===== config.mk =====
export PLATFORM = sky130hd
export DESIGN_NAME = mem_arbiter
export DESIGN_NICKNAME = d
export VERILOG_FILES = /design/src/rtl/mem_arbiter.sv
export SDC_FILE = /design/constraint.sdc
export NUM_CORES = 1
export LEC_CHECK = 0
export CORE_MARGIN = 5
export CORE_UTILIZATION = 45
export DETAILED_ROUTE_END_ITERATION = 16
export PLACE_DENSITY_LB_ADDON = 0.25
export SLEW_MARGIN = 0
export SYNTH_ARGS = -nofsm -noshare
export SYNTH_HDL_FRONTEND = slang
export SYNTH_SLANG_ARGS = --single-unit

===== constraint.sdc =====
create_clock -name clk -period 3.56 [get_ports clk]
set_clock_uncertainty 0.1 [all_clocks]
set_input_delay 0.712 -clock clk [delete_from_list [all_inputs] [get_ports clk]]
set_output_delay 0.712 -clock clk [all_outputs]
set_load 0.05 [all_outputs]

===== src/rtl/mem_arbiter.sv =====
// Byte-serial RAM controller arbitrating the single 8-bit RAM port between
// instruction fetch and the MEM stage; all outputs are registered.
module mem_arbiter #(
  parameter int ADDR_WIDTH = 32
) (
  input  logic                  clk,
  input  logic                  rst,
  input  logic                  if_req_i,
  input  logic [ADDR_WIDTH-1:0] if_addr_i,
  input  logic                  if_cancel_i,
  output logic                  if_done_o,
  output logic [31:0]           if_inst_o,
  input  logic                  mem_req_i,
  input  logic                  mem_we_i,
  input  logic [1:0]            mem_size_i,
  input  logic [ADDR_WIDTH-1:0] mem_addr_i,
  input  logic [31:0]           mem_wdata_i,
  output logic                  mem_done_o,
  output logic [31:0]           mem_rdata_o,
  output logic                  busy_o,
  output logic [ADDR_WIDTH-1:0] ram_a_o,
  output logic [7:0]            ram_dout_o,
  output logic                  ram_wr_o,
  input  logic [7:0]            ram_din_i
);

  typedef enum logic [1:0] {IDLE, READ, WRITE, DONE} state_e;

  localparam logic [ADDR_WIDTH-1:0] ADDR_ONE = {{(ADDR_WIDTH-1){1'b0}}, 1'b1};

  state_e                state_q, state_d;
  logic                  is_if_q, is_if_d;
  logic [2:0]            n_q, n_d;
  logic [2:0]            k_q, k_d;
  logic [31:0]           wdata_q, wdata_d;
  logic [31:0]           asm_q, asm_d;
  logic                  if_done_q, if_done_d;
  logic                  mem_done_q, mem_done_d;
  logic [31:0]           if_inst_q, if_inst_d;
  logic [31:0]           mem_rdata_q, mem_rdata_d;
  logic                  busy_q, busy_d;
  logic [ADDR_WIDTH-1:0] ram_a_q, ram_a_d;
  logic [7:0]            ram_dout_q, ram_dout_d;
  logic                  ram_wr_q, ram_wr_d;
  logic [1:0]            lane;

  function automatic logic [2:0] size_to_n(input logic [1:0] size);
    case (size)
      2'b00:   return 3'd1;
      2'b01:   return 3'd2;
      default: return 3'd4;
    endcase
  endfunction

  always_comb begin
    // NOTE: every variable gets a default before the case so no path can infer a latch.
    state_d     = state_q;
    is_if_d     = is_if_q;
    n_d         = n_q;
    k_d         = k_q;
    wdata_d     = wdata_q;
    asm_d       = asm_q;
    if_done_d   = 1'b0;
    mem_done_d  = 1'b0;
    if_inst_d   = if_inst_q;
    mem_rdata_d = mem_rdata_q;
    ram_a_d     = ram_a_q;
    ram_dout_d  = ram_dout_q;
    ram_wr_d    = 1'b0;
    // Byte c arrives while k_q = c+1, so it lands in lane c.
    lane        = k_q[1:0] - 2'd1;

    case (state_q)
      IDLE: begin
        if (mem_req_i) begin
          is_if_d = 1'b0;
          n_d     = size_to_n(mem_size_i);
          k_d     = 3'd0;
          asm_d   = 32'd0;
          wdata_d = mem_wdata_i;
          ram_a_d = mem_addr_i;
          if (mem_we_i) begin
            ram_wr_d   = 1'b1;
            ram_dout_d = mem_wdata_i[7:0];
            state_d    = WRITE;
          end else begin
            state_d = READ;
          end
        end else if (if_req_i && !if_cancel_i) begin
          is_if_d = 1'b1;
          n_d     = 3'd4;
          k_d     = 3'd0;
          asm_d   = 32'd0;
          ram_a_d = if_addr_i;
          state_d = READ;
        end
      end

      READ: begin
        if (is_if_q && if_cancel_i) begin
          state_d = IDLE;
        end else begin
          k_d = k_q + 3'd1;
          if (k_q + 3'd1 < n_q) ram_a_d = ram_a_q + ADDR_ONE;
          if (k_q != 3'd0) asm_d = asm_q | ({24'd0, ram_din_i} << {lane, 3'b000});
          if (k_q == n_q) begin
            state_d = DONE;
            if (is_if_q) begin
              if_inst_d = asm_d;
              if_done_d = 1'b1;
            end else begin
              mem_rdata_d = asm_d;
              mem_done_d  = 1'b1;
            end
          end
        end
      end

      WRITE: begin
        k_d = k_q + 3'd1;
        if (k_q + 3'd1 < n_q) begin
          ram_a_d    = ram_a_q + ADDR_ONE;
          ram_wr_d   = 1'b1;
          ram_dout_d = wdata_q[15:8];
          wdata_d    = wdata_q >> 8;
        end else begin
          state_d    = DONE;
          mem_done_d = 1'b1;
        end
      end

      DONE:    state_d = IDLE;
      default: state_d = IDLE;
    endcase

    busy_d = (state_d != IDLE);
  end

  always_ff @(posedge clk) begin
    // NOTE: non-blocking assignments keep every register sampling pre-edge values.
    if (rst) begin
      state_q     <= IDLE;
      is_if_q     <= 1'b0;
      n_q         <= 3'd0;
      k_q         <= 3'd0;
      wdata_q     <= 32'd0;
      asm_q       <= 32'd0;
      if_done_q   <= 1'b0;
      mem_done_q  <= 1'b0;
      if_inst_q   <= 32'd0;
      mem_rdata_q <= 32'd0;
      busy_q      <= 1'b0;
      ram_a_q     <= '0;
      ram_dout_q  <= 8'd0;
      ram_wr_q    <= 1'b0;
    end else begin
      state_q     <= state_d;
      is_if_q     <= is_if_d;
      n_q         <= n_d;
      k_q         <= k_d;
      wdata_q     <= wdata_d;
      asm_q       <= asm_d;
      if_done_q   <= if_done_d;
      mem_done_q  <= mem_done_d;
      if_inst_q   <= if_inst_d;
      mem_rdata_q <= mem_rdata_d;
      busy_q      <= busy_d;
      ram_a_q     <= ram_a_d;
      ram_dout_q  <= ram_dout_d;
      ram_wr_q    <= ram_wr_d;
    end
  end

  assign if_done_o   = if_done_q;
  assign if_inst_o   = if_inst_q;
  assign mem_done_o  = mem_done_q;
  assign mem_rdata_o = mem_rdata_q;
  assign busy_o      = busy_q;
  assign ram_a_o     = ram_a_q;
  assign ram_dout_o  = ram_dout_q;
  assign ram_wr_o    = ram_wr_q;

endmodule

==> summary.txt <==
Global routing
  – First-pass GRT wire length: 36,800 um
  – GRT Resource Usage Total: 22.1%
  – Initial antenna violation count: 0
  – Largest net degree at the start of global routing: 100
  – Total gr overflow: 0
  – Vias in the first global route: 7,223

Power and ir drop
  – Clk pwr share: 20.6%
  – VDD IR max: 0.629 mV
  – Sequential Power Share: 29.1%
  – Psw: 4.47 mW
  – Sw frac: 46.3%
  – Power Density: 886 nW/um^2
  – Total leakage power: 3.76 nW
  – Combinational share of power: 50.3%
  – Internal: 5.19 mW

Worst setup path
  – Worst path arrival time: 3.34 ns
  – Worst-path fanout max: 16
  – Crit. End Element: flop
  – Reg-to-Reg End: ram_a_o[20]
  – R2r worst-path depth: 9
  – Setup crit start kind: flop
  – Kind of critical path: reg2reg
  – Slack of the worst reg-to-reg path: 0.41 ns
  – RR Startpoint: k_q[0]
  – CP required: 3.75 ns
  – Setup crit end: ram_a_o[20]
  – CP startpoint: k_q[0]

Floorplan
  – Io pins: 220
  – Initial core utilization: 45.9%
  – Die area: 20,300 um^2
  – Core area: 17,200 um^2
  – Die X: 143 um
  – Die Y-Extent: 143 um
  – # rows: 48

CTS
  – CTS buffer count: 17
  – CTS tree: built
  – Clock Latency Late Sink: 0.43 ns
  – CTS sink cnt: 173
  – CTS resizes: 0
  – Hold Buf Count CTS: 0
  – Setup Buffers After CTS: 0
  – CTS clk-pin slew, worst paths: 0.07 ns
  – H-tree level count: 4
  – Clk buf depth: 2
  – Clk Tree Root Cell: clkbuf_16

Placed design
  – Final HPWL from detailed placement: 16,100 um
  – Placed insts: 1,315
  – PortBufs: 219
  – GPL Wtd Cong: 0.900

Finish
  – Final std cells w/o fill: 1,347
  – Multi-input logic area: 4060 um^2
  – Final net count: 1,231
  – Layout cell share with drive strength beyond 1: 6.77%
  – Area Overhead vs Synth: 38.0%
  – Filler cells: 1,476
  – FF/Latch Area: 3460 um^2
  – Ant diodes: 0

Routing
  – WL per Instance: 17.0 um
  – Drt drc: 0
  – Final WL: 22,900 um
  – Vias per inst: 5.61
  – Pre-antenna DRT Iters: 5
  – Vias after detailed routing: 7,562
  – Post-route ant nets: 0
  – 1st-iter DRT viols: 486

Synthesis
  – Post-synth net total: 1,054
  – Commonest register cell after synthesis: dfxtp_1
  – Mapped cell area: 7900 um^2
  – Synthesized flop and latch total: 173
  – Yosys warning total: 0
  – Synth area leaders: dfxtp_1 (44%), a211oi_1 (9.3%), nor2_1 (7.6%)
  – Sequential area share after synthesis: 43.8%
  – Synth Instances: 932
  – Synth top area share: 43.8%
  – Cell taking the most area after synthesis: dfxtp_1
  – Syn_area_per_cell: 8.48 um^2
  – Post-synth EDFFs: 0
  – Synth unique cells: 65
  – Asr flop ratio synth: 0%

Timing
  – Final period util: 88.5%
  – Slew @ Worst Pin: 0.654 ns
  – Setup TNS: 0 ns
  – Fin. Hold Viols: 0
  – Fmax: 317 MHz
  – Slew Viols, Final: 0
  – Crit path time final: 3.15 ns
  – Final setup viols: 0
  – RSZ-0062 raised after global routing: no
  – Slew margin rel.: 56.4%

Flow run
  – Max-cap viol count: 0

Run status
  – Status: completed

Worst hold path
  – Worst min-delay path class: reg2reg
worst max-delay path, cell delays in order (launching register included):
cell       delay (ns)
dfxtp_1          0.49
inv_1            0.13
ha_1             0.39
ha_1             0.21
a21oi_1          0.25
a31oi_1          0.18
or3_1            0.49
buf_4            0.26
a2111oi_0        0.41
a2111oi_1        0.11
state kept, by name, indices dropped and copies added (netlist names), 2 cells and up:
name,cells
mem_rdata_o,32
if_inst_o,32
asm_q,32
ram_dout_o,8
ram_a_o,32
n_q,3
state_q,2
wdata_q,24
k_q,3
cell usage in the layout (no fill, tap or decap), drive strengths merged, types with 5 or more instances in the layout:
cell and instances:
nand3 17, nor2 161, a21oi 72, nand2b 6, and2 7, buf 24
clkbuf 17, mux2i 48, nand2 46, ha 10, dfxtp 173, inv 26
a2111oi 7, clkdlybuf4s50 217, nor3 18, clkinv 5, nand3b 9, nor4 7
o31ai 6, o21ai 32, nand4 6, a22oi 33, a31oi 6, a211oi 99
nor2b 8
power by group through the flow:
stage	Sequential [mW]	Clock, mW	Combinational (mW)
3_3_place_gp	2.84	0	4.79
4_1_cts	2.81	2.04	4.87
3_5_place_dp	2.85	0	4.85
6_report	2.81	1.99	4.86
2_1_floorplan	3.92	0	2.28
5_1_grt	2.89	2.12	5.25
logic make-up after synthesis:
logic type / synth area share [%]
and+or+nand+nor: 17.9
muxes: 6.51
DFF: 43.8
xor gates and xnor gates: 0.332
adders and majority gates: 1.58
AOI/OAI and AO/OA: 24.9
buffers and inverters: 4.97
cell type report:
cell class	count	area share, %
clock inverter	15	2.01
sequential	173	31.8
tap	225	2.58
multi-input combinational	658	37.3
clock buffer	17	3.90
timing repair buffer	241	21.9
inverter	18	0.619
synthesized netlist by cell type, drive strengths merged, types with 6 or more instances:
library cell,n
a2111oi,7
a211oi,99
a21oi,72
a22oi,33
a31oi,6
and2,7
buf,23
clkbuf,60
dfxtp,173
ha,10
inv,18
mux2i,48
nand2,46
nand2b,6
nand3,17
nand3b,9
nand4,6
nor2,161
nor2b,8
nor3,18
nor4,7
o21ai,32
o31ai,6
routing by layer:
| metal | vias to the layer above | global-route usage [%] | part of all wire [%] |
|---|---|---|---|
| met2 | 285 | 34.9 | 46 |
| met5 | - | 0 | 0 |
| met4 | 0 | 5.90 | 1.2 |
| li1 | 3753 | - | - |
| met1 | 3498 | 30.7 | 45 |
| met3 | 26 | 4.84 | 7.5 |
worst min-delay path by stage:
stage	slack [ns]	cells past startpoint	endpoint	startpoint
4_1_cts	0.36	2	wdata_q[30]	wdata_q[30]
3_5_place_dp	0.34	2	wdata_q[30]	wdata_q[30]
5_1_grt	0.38	2	wdata_q[27]	wdata_q[27]
3_3_place_gp	0.34	2	wdata_q[25]	wdata_q[25]
6_report	0.35	2	wdata_q[30]	wdata_q[30]
2_1_floorplan	0.33	2	wdata_q[24]	wdata_q[24]
metrics by stage:
stage	hold WS, ns	worst slack (ns)	power (mW)	area [um^2]	utilization [%]
after floorplan	0.332	0.768	6.20	7900	-
after detailed placement	0.345	0.390	7.70	10300	59.5
after global routing	0.382	0.152	10.3	10900	63.3
after global placement	0.340	0.558	7.63	10300	59.5
after CTS	0.356	0.411	9.72	10900	63.3
final	0.353	0.410	9.66	10900	63.3
(Power assumes the default switching activity.)
